==> config.mk <==
export PLATFORM = sky130hd
export DESIGN_NAME = apb_master
export DESIGN_NICKNAME = d
export VERILOG_FILES = /design/src/rtl/apb_pkg.sv /design/src/rtl/apb_timeout_cnt.sv /design/src/rtl/apb_master.sv
export SDC_FILE = /design/constraint.sdc
export NUM_CORES = 1
export LEC_CHECK = 0
export CAP_MARGIN = 20
export CORE_MARGIN = 1.5
export CORE_UTILIZATION = 42
export DETAILED_ROUTE_END_ITERATION = 7
export GPL_TIMING_DRIVEN = 0
export PLACE_DENSITY = 0.91
export SETUP_SLACK_MARGIN = 0.1
export SYNTH_ARGS = -nofsm -noshare
export SYNTH_HDL_FRONTEND = slang
export SYNTH_SLANG_ARGS = --single-unit
==> constraint.sdc <==
create_clock -name pclk -period 4.1 [get_ports pclk]
set_input_delay 0.82 -clock pclk [delete_from_list [all_inputs] [get_ports pclk]]
set_output_delay 0.82 -clock pclk [all_outputs]
set_load 0.01 [all_outputs]
==> src/rtl/apb_pkg.sv <==
// rtl/apb_pkg.sv - shared types and constants for the APB requester
package apb_pkg;

    typedef enum logic [1:0] {
        IDLE   = 2'd0,
        SETUP  = 2'd1,
        ACCESS = 2'd2
    } apb_m_state_t;

    // Register-slave map offsets
    localparam logic [7:0] REG_GROUP   = 8'h00;
    localparam logic [7:0] REG_DATE    = 8'h04;
    localparam logic [7:0] REG_SURNAME = 8'h08;
    localparam logic [7:0] REG_NAME    = 8'h0C;

    localparam int APB_ADDR_W = 32;
    localparam int APB_DATA_W = 32;

    // Width able to hold 0..limit; a disabled (zero) limit still needs one bit
    function automatic int cnt_width(input int limit);
        return (limit < 1) ? 1 : $clog2(limit + 1);
    endfunction

endpackage

==> src/rtl/apb_timeout_cnt.sv <==
// rtl/apb_timeout_cnt.sv - saturating watchdog counter with clear/enable and limit-hit flag
module apb_timeout_cnt
    import apb_pkg::*;
#(
    parameter int LIMIT = 16
) (
    input  logic i_clk,
    input  logic i_rst,
    input  logic i_clear,
    input  logic i_en,
    output logic o_hit
);

    localparam int CNT_W = cnt_width(LIMIT);
    localparam logic [CNT_W-1:0] LIMIT_V = CNT_W'(LIMIT);
    localparam logic [CNT_W-1:0] LAST_V  = CNT_W'((LIMIT > 0) ? LIMIT - 1 : 0);

    logic [CNT_W-1:0] r_count;

    always_ff @(posedge i_clk or posedge i_rst) begin
        if (i_rst) begin
            r_count <= '0;
        end else if (i_clear) begin
            r_count <= '0;
        end else if (i_en && (LIMIT > 0) && (r_count != LIMIT_V)) begin
            r_count <= r_count + 1'b1;
        end
    end

    // Flags the increment that makes the count reach LIMIT
    assign o_hit = (LIMIT > 0) && i_en && (r_count == LAST_V);

endmodule

==> src/rtl/apb_master.sv <==
// rtl/apb_master.sv - single-beat host command to APB3 transfer requester with watchdog
module apb_master
    import apb_pkg::*;
#(
    parameter int ADDR_W         = APB_ADDR_W,
    parameter int DATA_W         = APB_DATA_W,
    parameter int TIMEOUT_CYCLES = 16
) (
    input  logic              pclk,
    input  logic              preset,
    input  logic              cmd_valid,
    output logic              cmd_ready,
    input  logic              cmd_write,
    input  logic [ADDR_W-1:0] cmd_addr,
    input  logic [DATA_W-1:0] cmd_wdata,
    output logic              rsp_valid,
    output logic [DATA_W-1:0] rsp_rdata,
    output logic              rsp_err,
    output logic              rsp_timeout,
    output logic              psel,
    output logic              penable,
    output logic              pwrite,
    output logic [ADDR_W-1:0] paddr,
    output logic [DATA_W-1:0] pwdata,
    input  logic              pready,
    input  logic              pslverr,
    input  logic [DATA_W-1:0] prdata
);

    apb_m_state_t r_state;

    logic              r_cmd_ready;
    logic              r_psel;
    logic              r_penable;
    logic              r_pwrite;
    logic [ADDR_W-1:0] r_paddr;
    logic [DATA_W-1:0] r_pwdata;
    logic              r_rsp_valid;
    logic [DATA_W-1:0] r_rsp_rdata;
    logic              r_rsp_err;
    logic              r_rsp_timeout;

    logic w_accept;
    logic w_wait;
    logic w_timeout;

    assign w_accept = (r_state == IDLE) && cmd_valid && r_cmd_ready;
    assign w_wait   = (r_state == ACCESS) && !pready;

    apb_timeout_cnt #(
        .LIMIT (TIMEOUT_CYCLES)
    ) u_timeout_cnt (
        .i_clk   (pclk),
        .i_rst   (preset),
        .i_clear (w_accept),
        .i_en    (w_wait),
        .o_hit   (w_timeout)
    );

    always_ff @(posedge pclk or posedge preset) begin
        if (preset) begin
            r_state       <= IDLE;
            r_cmd_ready   <= 1'b0;
            r_psel        <= 1'b0;
            r_penable     <= 1'b0;
            r_pwrite      <= 1'b0;
            r_paddr       <= '0;
            r_pwdata      <= '0;
            r_rsp_valid   <= 1'b0;
            r_rsp_rdata   <= '0;
            r_rsp_err     <= 1'b0;
            r_rsp_timeout <= 1'b0;
        end else begin
            r_rsp_valid <= 1'b0;
            case (r_state)
                IDLE: begin
                    r_cmd_ready <= 1'b1;
                    if (w_accept) begin
                        r_state     <= SETUP;
                        r_cmd_ready <= 1'b0;
                        r_psel      <= 1'b1;
                        r_pwrite    <= cmd_write;
                        r_paddr     <= cmd_addr;
                        r_pwdata    <= cmd_write ? cmd_wdata : '0;
                    end
                end
                SETUP: begin
                    r_state   <= ACCESS;
                    r_penable <= 1'b1;
                end
                ACCESS: begin
                    // pready outranks a watchdog hit in the same cycle
                    if (pready || w_timeout) begin
                        r_state       <= IDLE;
                        r_cmd_ready   <= 1'b1;
                        r_psel        <= 1'b0;
                        r_penable     <= 1'b0;
                        r_pwrite      <= 1'b0;
                        r_paddr       <= '0;
                        r_pwdata      <= '0;
                        r_rsp_valid   <= 1'b1;
                        r_rsp_rdata   <= (pready && !r_pwrite) ? prdata : '0;
                        r_rsp_err     <= pready ? pslverr : 1'b1;
                        r_rsp_timeout <= !pready;
                    end
                end
                default: begin
                    r_state <= IDLE;
                end
            endcase
        end
    end

    assign cmd_ready   = r_cmd_ready;
    assign psel        = r_psel;
    assign penable     = r_penable;
    assign pwrite      = r_pwrite;
    assign paddr       = r_paddr;
    assign pwdata      = r_pwdata;
    assign rsp_valid   = r_rsp_valid;
    assign rsp_rdata   = r_rsp_rdata;
    assign rsp_err     = r_rsp_err;
    assign rsp_timeout = r_rsp_timeout;

endmodule
==> impl_results.md <==
- Worst Reg-to-Reg Cells: 7
- Largest net degree at the start of global routing: between 50 and 60
- Top delay family on crit path: buffers and inverters
- Bufs on Longest Clock Path: 2
- FF/Latch Area: between 0.002 and 0.003 mm^2
- Post-synthesis sequential area ratio: 60.81%
- Crit Reg-Reg Endpoint: rsp_rdata[13]
- Design area: 0.006973 mm^2
- Number of antenna-violating nets in the routed design: 0
- ANT cells: 0
- CTS tree: done
- Area post-placement: 0.006759 mm^2
- Clock Latency Late Sink: around 370 ps
- Die area: between 0.01 and 0.015 mm^2
- Vias in the first global route: 4,221
- Clock transition at the registers of the reported paths: 100 ps
- RR Startpoint: u_timeout_cnt.r_count[0]
- CP Depth: 1
- Final period utilization: 53.42%
- Worst hold margin: 489.3 ps
- Vias/cell: 5.279
- Crit path time final: between 2000 and 2500 ps
- Syn Nets: between 500 and 600
- Row Count: 37
- Critical Path, Cell by Cell: clkdlybuf4s50_1
- Reg2Reg Setup Slack: 1970 ps
- CP peak stage delay: 580 ps
- Area of the multi-input gates: 0.001394 mm^2
- IO Port Bufs: roughly 200
- Post-synthesis async set-or-reset flop share: between 90% and 100%
- Hpwl dp: 9.698 mm
- Area grow syn2layout: 54.04%
- Setup violators final: 0
- Critical Path Source: cmd_ready
- End point of the critical path: cmd_ready
- CTS sink count: 110
- Die Ht: 106.8 um
- CTS H-tree depth: 3
- EDFF count, synth: 0
- Worst Skew: 14.13 ps
- Core area: just over 0.01 mm^2
- Tightest Pin Transition: roughly 700 ps
- Pwr Total: between 4 and 5 mW
- Slowest-stage cell, CP: clkdlybuf4s50_1
- Via count: between 4,000 and 5,000
- Hold violation count in the final report: 0
- Final cell count without fillers: roughly 770
- Slew Limit Fails: 0
- Share of cells above drive strength 1: 8.320%
- Power density over cell area: 623.5 mW/mm^2
- Unrepaired setup endpoints after global routing: false
- Buf/Inv on CP: 1
- Min-delay worst type: flop to flop
- GP Congestion: 0.8249
- Final core utilization: 67.24%
- Slew headroom: approximately 53%
- IO Count: 205
- Mapped Area: 0.004527 mm^2
- All-Layer GR Usage: 23.23%
- Setup CP Type: flop to output port
- # hold bufs at CTS: 0
- CP max FO: 3
- Leakage: 2.986 nW
- Syn Area/Cell: between 10 and 15 um^2
- Post_cts resized: 0
- Initial antenna violation count: 0
- Max Fclk: 0.4565 GHz
- CP endpoint kind: output port
- Data required time of the worst path: 3280 ps
- Yosys warns: 0
- Initial core utilization: a little over two fifths
- First-pass GRT wire length: 20.69 mm
- Drt wl/cell: 16.86 um
- TritonCTS Buffers: 9
- Distinct cells, synth: 36
- Cells after Synth: 417
- Max cap viols: 0
- Filler cells: 796
- Die width: 106.8 um
- Placed cells: 757
- Critical Path AT: around 1400 ps
- CP startpoint kind: flop
- DRT Pass-1 Iters: 4
- Total gr overflow: 0
- Maximum vdd drop: approximately 0.00031 V
- Synthesized flop and latch total: 110
- CTS root buffer: clkbuf_8
- Setup repair bufs after CTS: 0
- Nets: 737
- Status: finished, final reports clean
- Drt total wl: 13.03 mm
- Primary FF master, synth: dfrtp_1
- DRC Markers: 0
- Iter 0 DRT Violations: 230
[how the worst min path moves through the flow]
stage / start / to / slack (ps) / cells after the start
2_1_floorplan: u_timeout_cnt.r_count[3] / u_timeout_cnt.r_count[3] / 450 / 1
3_3_place_gp: psel / psel / 460 / 1
4_1_cts: psel / psel / 500 / 1
5_1_grt: paddr[8] / paddr[8] / 530 / 1
3_5_place_dp: psel / psel / 470 / 1
6_report: psel / psel / 490 / 1
[where the power goes]
part,total (mW),switching (mW),internal (mW)
logic,1.96,0.899,1.06
clock network,0.707,0.363,0.344
registers,1.69,0.228,1.46
[cell type report]
class	count	share of cell area, %
clock buffers	10	1.830
plain buffers	35	3.158
clock inverters	6	1.238
well taps	136	2.440
multi-input cells	230	19.99
flip-flops and latches	110	39.48
inverters	42	2.333
repair buffers	204	29.54
[cell usage after synthesis (2+ instances only)]
cell | instances | share of area [%]
o21ai_1 | 11 | 1.2
buf_2 | 13 | 1.4
o21ai_0 | 89 | 9.8
inv_1 | 40 | 3.3
a22o_1 | 33 | 6.4
nand2_1 | 35 | 2.9
buf_4 | 5 | 0.83
nand4_1 | 33 | 4.6
ha_1 | 3 | 0.83
nor2_1 | 2 | 0.17
nand3_1 | 3 | 0.33
mux2i_1 | 2 | 0.44
dfrtp_1 | 110 | 61
nand2b_1 | 2 | 0.28
buf_6 | 7 | 1.7
clkbuf_1 | 9 | 0.75
[placed cells by master (no fill, tap or decap), types with 2 or more instances in the layout]
master and instances:
clkbuf_1 10, buf_6 7, clkdlybuf4s50_1 203, nand3_1 3, clkbuf_8 9, inv_1 39, buf_2 13, ha_1 3
nand2_1 35, inv_4 2, nand4_1 33, o21ai_1 11, nor2_1 2, mux2i_1 2, buf_4 5, bufinv_16 2
clkinv_2 2, nand2b_1 2, dfrtp_1 110, o21ai_0 89, a22o_1 33
[state kept, by name, summed over array words and instances (netlist names)]
| register | count |
|---|---|
| pwrite | 1 |
| r_state | 2 |
| rsp_err | 1 |
| psel | 1 |
| paddr | 32 |
| rsp_timeout | 1 |
| pwdata | 32 |
| u_timeout_cnt.r_count | 5 |
| rsp_rdata | 32 |
| rsp_valid | 1 |
| cmd_ready | 1 |
| penable | 1 |
[stage by stage]
step	TNS (ps)	setup WS (ps)
finish	0	1910
global placement	-104570	-958.6
floorplan	0	377.7
detailed placement	0	1730
global route	0	1740
CTS	0	1881
[cell families after synthesis]
logic type               synth area share [%]
AND/OR/NAND/NOR                         10.42
AO/OA/AOI/OAI                           19.10
buffers and inverters                   8.402
adder cells (fa/ha/maj)                0.8293
flip-flops                              60.81
multiplexers                           0.4423
[per-layer routing]
| metal | track usage, % | part of all wire, % | vias up |
|---|---|---|---|
| met4 | 11.24 | 2.9 | 0 |
| li1 | - | - | 1879 |
| met1 | 29.08 | 41 | 2018 |
| met3 | 3.647 | 5.1 | 30 |
| met2 | 39.33 | 51 | 154 |
| met5 | 0 | 0 | - |
(Power assumes the default switching activity.)
